==> config.mk <==
export PLATFORM = sky130hd
export DESIGN_NAME = bin_to_bcd_signed
export DESIGN_NICKNAME = d
export VERILOG_FILES = /design/src/rtl/bin_to_bcd_signed.sv
export SDC_FILE = /design/constraint.sdc
export NUM_CORES = 1
export LEC_CHECK = 0
export CORE_MARGIN = 5
export CORE_UTILIZATION = 45
export CTS_BUF_LIST = sky130_fd_sc_hd__clkbuf_16
export CTS_CLUSTER_SIZE = 14
export DETAILED_ROUTE_END_ITERATION = 12
export PLACE_DENSITY = 0.67
export SLEW_MARGIN = 20
export SYNTH_ARGS = -nofsm -noshare
export SYNTH_HDL_FRONTEND = slang
export SYNTH_SLANG_ARGS = --single-unit
export TNS_END_PERCENT = 5
==> constraint.sdc <==
create_clock -name clk -period 6.15 [get_ports clk]
set_clock_uncertainty 0.15 [all_clocks]
set_input_delay 1.23 -clock clk [delete_from_list [all_inputs] [get_ports clk]]
set_output_delay 1.23 -clock clk [all_outputs]
set_load 0.01 [all_outputs]
==> src/rtl/bin_to_bcd_signed.sv <==
// Signed binary to sign-magnitude BCD converter.
// Shift-add-3, one input bit per clock, saturating on overflow.
module bin_to_bcd_signed #(
  parameter int IN_WIDTH = 24,
  parameter int DIGITS   = 6
) (
  input  logic                  clk,
  input  logic                  reset_n,
  input  logic                  start,
  input  logic [IN_WIDTH-1:0]   value,
  output logic                  busy,
  output logic                  done,
  output logic                  signBit,
  output logic [4*DIGITS-1:0]   BCD,
  output logic                  overflow
);

  localparam int SW = 4 * (DIGITS + 1);
  localparam int CW = $clog2(IN_WIDTH + 1);

  typedef enum logic [1:0] {
    IDLE,
    SHIFT,
    FINISH
  } state_t;

  state_t              state;
  state_t              state_nx;
  logic [SW-1:0]       scr;
  logic [SW-1:0]       scr_adj;
  logic [IN_WIDTH-1:0] mag;
  logic [IN_WIDTH-1:0] mag_abs;
  logic [CW-1:0]       cnt;
  logic                neg;
  logic                ovf;

  // state register
  always_ff @(posedge clk) begin
    if (!reset_n) state <= IDLE;
    else          state <= state_nx;
  end

  // next-state: IDLE -> SHIFT on start, SHIFT until last bit, one FINISH cycle
  always_comb begin
    state_nx = state;
    unique case (state)
      IDLE:    if (start) state_nx = SHIFT;
      SHIFT:   if (cnt == CW'(1)) state_nx = FINISH;
      FINISH:  state_nx = IDLE;
      default: state_nx = IDLE;
    endcase
  end

  // magnitude of the operand; the most negative value maps to 2^(IN_WIDTH-1)
  always_comb begin
    mag_abs = value;
    if (value[IN_WIDTH-1]) mag_abs = ~value + IN_WIDTH'(1);
  end

  // add 3 to every scratch digit >= 5 before it is shifted
  always_comb begin
    scr_adj = scr;
    for (int i = 0; i < DIGITS + 1; i++) begin
      if (scr[4*i +: 4] >= 4'd5) scr_adj[4*i +: 4] = scr[4*i +: 4] + 4'd3;
    end
  end

  // any nonzero extra top digit means the magnitude exceeds the display
  assign ovf = |scr[SW-1 -: 4];

  // datapath: capture, shift, and publish results on the FINISH edge
  always_ff @(posedge clk) begin
    if (!reset_n) begin
      busy     <= 1'b0;
      done     <= 1'b0;
      signBit  <= 1'b0;
      BCD      <= '0;
      overflow <= 1'b0;
      scr      <= '0;
      mag      <= '0;
      cnt      <= '0;
      neg      <= 1'b0;
    end else begin
      done <= 1'b0;
      unique case (state)
        IDLE: begin
          if (start) begin
            neg  <= value[IN_WIDTH-1] & (|value);
            mag  <= mag_abs;
            scr  <= '0;
            cnt  <= CW'(IN_WIDTH);
            busy <= 1'b1;
          end
        end
        SHIFT: begin
          {scr, mag} <= {scr_adj[SW-2:0], mag, 1'b0};
          cnt        <= cnt - CW'(1);
        end
        FINISH: begin
          busy     <= 1'b0;
          done     <= 1'b1;
          signBit  <= neg;
          overflow <= ovf;
          if (ovf) BCD <= {DIGITS{4'h9}};
          else     BCD <= scr[4*DIGITS-1:0];
        end
        default: begin
          busy <= 1'b0;
        end
      endcase
    end
  end

endmodule

Yosys cells after proc, flatten, opt, wreduce, memory -nomap -nowiden
Index checks and enable logic that the tools add are counted.
- output and inout port bits: 28
- input bits: 27
- word-level logic and storage cells: 63
- flip-flop bits (word level): 88
- equal/unequal tests: 5
- bitwise gates (word level): 3
- order comparisons: 7
- multiplexer cells: 21
- add/subtract/negate cells: 9
- reduce and logical (&&, ||, !) cells: 8
- operators with widths (kind ; count):
    $mux W24 ; 3
    $pmux W28 S2 ; 1
    $pmux W24 S2 ; 1
    $ge A4 B3 Y1 const B ; 7
    $mux W28 ; 1
    $add A24 B1 Y24 const B ; 1
    $add A4 B2 Y4 const B ; 6
    $mux W4 ; 6
    $not A24 Y24 ; 1
    $reduce_or A24 Y1 ; 1
    $pmux W5 S2 ; 1
    $reduce_and A2 Y1 ; 4
    $eq A5 B1 Y1 const B ; 1
    $mux W5 ; 1
    $sub A5 B1 Y5 const B ; 1
    $mux W2 ; 2
    $ne A2 B2 Y1 const B ; 2
    $pmux W2 S2 ; 1
    $reduce_or A4 Y1 ; 1
    $add A3 B2 Y3 const B ; 1
    $mux W3 ; 1
    $eq A2 B1 Y1 const B ; 1
    $eq A2 B2 Y1 const B ; 1
    $logic_not A2 Y1 ; 1
    5 further kinds ; 6

Longest topological paths before layout
- word-level depth: 5
- depth in mapped cells: 8
- mapped depth without buffers: 7

Worst setup path after synthesis
No wires, ideal clock.
- path type: in2reg
- start: input port value[10]
- end: register mag[23]
- setup slack: 2672 ps
- library setup time: 70 ps
- cell stages on the path: 6
- path buffers: 1
- arrival time: 3258 ps
- path through: or4_4 > or3_1 > buf_6 > or4_1 > or4_1 > a21oi_1
- cells in the longest elaborated chain, start to end: 5
- RTL lines (what ; line ; text):
    start, declared ; 10 ; input logic [IN_WIDTH-1:0] value,
    $not A24 Y24 ; 57 ; if (value[IN_WIDTH-1]) mag_abs = ~value + IN_WIDTH'(1);
    $add A24 B1 Y24 ; 57 ;
    $mux W24 ; 57 ;
    $mux W24 ; 87 ; if (start) begin
    $pmux W24 S2 ; 85 ; unique case (state)
    end signal, assigned ; 89 ; mag <= mag_abs;
    end signal, assigned ; 96 ; {scr, mag} <= {scr_adj[SW-2:0], mag, 1'b0};
    end, declared ; 31 ; logic [IN_WIDTH-1:0] mag;
No other way between the ends. The select of a mux whose other input is x is not followed.
A chain may end at the register's enable or synchronous reset.

Worst setup path in the final report
- start: input port value[8]
- end: register mag[23]
The elaborated chain is that of the path after synthesis.

==> impl_metrics.py <==
metrics = {
    "power_and_ir_drop": {
        "power.density_nw_per_um2": 255,
        "ir_worst_vdd_uv": 126,
        "leakagePower_nw": 1.81,
    },
    "synth": {
        "synth_area_sq_um": 4210,
        "ys.flop_type": "dfxtp_1",
        "synthArstFlopShare_pct": 0,
        "synth_edf_count": 0,
        "seq_area_frac_synth_pct": 41.8,
        "synth_top_family_by_area": "compound AO/OA/AOI/OAI gates",
        "yosys-top-cells-area": "dfxtp_1 (42%), a21oi_1 (5.9%), ha_1 (5.3%), o21ai_0 (4.9%), a22oi_1 (3.6%)",
        "synth_top_area_share_pct": 41.8,
        "yosys.area_share.xor_xnor_pct": 6.65,
        "synth_fa_ha_area_share_pct": 5.35,
        "yosysTopAreaCell": "dfxtp_1",
        "ys_ff_latch": 88,
        "ys_types": 43,
        "syn_inst": 492,
        "yosys_warnings": 0,
        "synth-compound-area-share_pct": 23.5,
        "synth_simple_gate_area_share_pct": 16.6,
        "muxShareOfSynthArea_pct": 0.238,
        "avgSynthCellArea_sq_um": 8.56,
        "syn_nets": 537,
    },
    "clock_network": {
        "hold_buffers": 0,
        "root_buffer": "clkbuf_16",
        "tritoncts": "done",
        "clkTransAtPathRegs_ns": 0.06,
        "clk-insertion-delay-late_ns": 0.34,
        "numCtsBuffers": 9,
        "cts.path.max_buffers": 2,
        "cts_max_level": 3,
        "clock-sinks": 88,
        "postCtsResizedCells": 0,
        "post_cts_buffers": 0,
    },
    "worst_setup_path": {
        "cp_max_fo": 10,
        "crit_chain": "clkdlybuf4s50_1 > or4_4 > or3_1 > or4_1 > or4_1 > a21oi_1",
        "cp-end-kind": "flop",
        "critPathLaunchType": "input pin",
        "cpMostUsedCell": "or4_1",
        "max_stage_delay_ns": 0.55,
        "crit_family": "simple AND/OR/NAND/NOR gates",
        "crit_required_ns": 6.26,
        "cp.arrival_ns": 3.84,
        "path_buf_inv": 1,
        "cp_slowest_cell": "or4_4",
        "critical_path_class": "in2reg",
    },
    "timing": {
        "rsz0062_at_grt": "false",
        "hold_violations": 0,
        "slew_headroom_pct": 38.5,
        "setup_viol": 0,
        "period_share_pct": 60.7,
        "slew_violations": 0,
        "fin_crit_ns": 3.73,
        "worst_slew_pin_slew_ns": 0.919,
        "worst_slack_ns": 2.42,
        "fmax_mhz": 268,
        "final.setup.tns_ns": 0,
    },
    "cells_and_area": {
        "nNetsFinal": 574,
        "area_delta_synth_final_pct": 20.4,
        "final_common_cell": "dfxtp_1",
        "multiInputGateArea_sq_um": 2210,
        "nFillCells": 848,
        "final_cell_mix": "dfxtp_1 (88), clkdlybuf4s50_1 (54), a21oi_1 (50)",
        "diodes": 0,
        "ff_latch_area_sq_um": 1760,
        "drive_gt1_share_pct": 6.37,
    },
    "routing": {
        "wl_per_cell_microns": 15.6,
        "ant_nets": 0,
        "wl_microns": 10100,
        "vias": 3780,
        "drt_iter0_drc": 237,
        "drc_errors": 0,
        "first_pass_iters": 5,
        "viasPerCell": 5.86,
    },
    "outcome": {
        "outcome": "complete, no violations",
    },
    "die": {
        "core_sq_um": 9200,
        "dieArea_sq_um": 11400,
        "die_w_microns": 107,
        "fp.dieH_microns": 107,
        "initial_utilization_pct": 45.8,
        "io_pins": 55,
        "num_rows": 35,
    },
    "global_routing": {
        "grt_pass1_vias": 3570,
        "grt_max_degree": 59,
        "track_usage_pct": 18.3,
        "grt-ovfl-total": 0,
        "antenna_found_initial": 0,
        "grt_pass1_wl_microns": 17000,
    },
    "flow_run": {
        "drv_cap": 0,
    },
    "placed_design": {
        "routabilityCongestion": 0.831,
        "portBuffers": 54,
        "pre_cts_slack_ns": 2.07,
        "hpwl_microns": 6520,
    },
    "hold_path": {
        "holdCritPathClass": "reg2reg",
    },
}
-- synthesized netlist by cell type, types with 2 or more instances --
master and count:
clkbuf_8 3, and3_1 11, a22oi_1 20, o22ai_1 11, nor3b_1 2, xor2_1 17, nand2b_1 10, o41ai_1 4
clkbuf_1 26, xnor2_1 15, ha_1 18, or3_1 5, or2_2 4, nor2b_1 2, nor2_1 40, o31ai_1 10
a221oi_1 2, nand3_1 12, nor3_1 14, a211oi_1 2, inv_1 22, buf_6 2, nand2_1 29, or4_1 6
o21ai_0 41, dfxtp_1 88, o221a_2 6, a222oi_1 5, a21oi_1 50, a31oi_1 2
-- final timing paths --
path	from	endpoint	slack, ns	cells after the start
worst min register to register	neg	signBit	0.30	2
worst max-delay path	value[8]	mag[23]	2.42	6
worst max register to register	state[0]	scr[10]	3.84	3
worst min-delay path	neg	signBit	0.30	2
-- worst min-delay path, delay by kind of cell, from the launching register on --
kind             cells  cell delay, ns
flip-flops           1            0.31
AND/OR/NAND/NOR      1            0.05
AO/OA/AOI/OAI        1            0.05
-- kinds of logic after synthesis --
group	Yosys count
multiplexers	1
AO/OA/AOI/OAI	158
flip-flops	88
adder cells (fa/ha/maj)	18
AND/OR/NAND/NOR	141
XOR/XNOR	32
buffers and inverters	54
-- layer usage --
layer  vias to the layer above  wire (microns)  track usage [%]
met5                         -               0                0
met4                         0             109             5.66
met3                        10             520             4.21
met2                       101            4920             31.4
met1                      1826            4510             22.7
li1                       1843               -                -
-- through the flow --
step	utilization (%)	power (mW)	hold slack (ns)	instance area [sq um]	std cells
after floorplan	-	0.701	0.279	4210	492
after global placement	51.8	0.747	0.287	4760	629
after detailed placement	51.8	0.750	0.299	4760	629
after CTS	55.1	1.30	0.308	5070	645
after global routing	55.1	1.34	0.319	5070	645
final	55.1	1.29	0.305	5070	645
-- flip-flops by register name, indices dropped and copies added (netlist names) --
| register | cells |
|---|---|
| busy | 1 |
| neg | 1 |
| scr | 28 |
| signBit | 1 |
| BCD | 24 |
| cnt | 5 |
| state | 2 |
| overflow | 1 |
| done | 1 |
| mag | 24 |
-- area by class of cell --
class                   count  share of cell area (%)
well taps                 111                    2.74
repair buffers             58                    11.3
multi-input cells         350                    43.6
flip-flops and latches     88                    34.7
inverters                  22                    1.63
clock inverters             7                    1.58
clock buffers               9                    4.44
-- power by group --
group	switching [mW]	internal [mW]	total (mW)
clock	0.234	0.320	0.554
sequential	0.0128	0.591	0.603
combinational	0.0779	0.0559	0.134
total	0.325	0.966	1.29
Power figures use the tool's default switching activity.
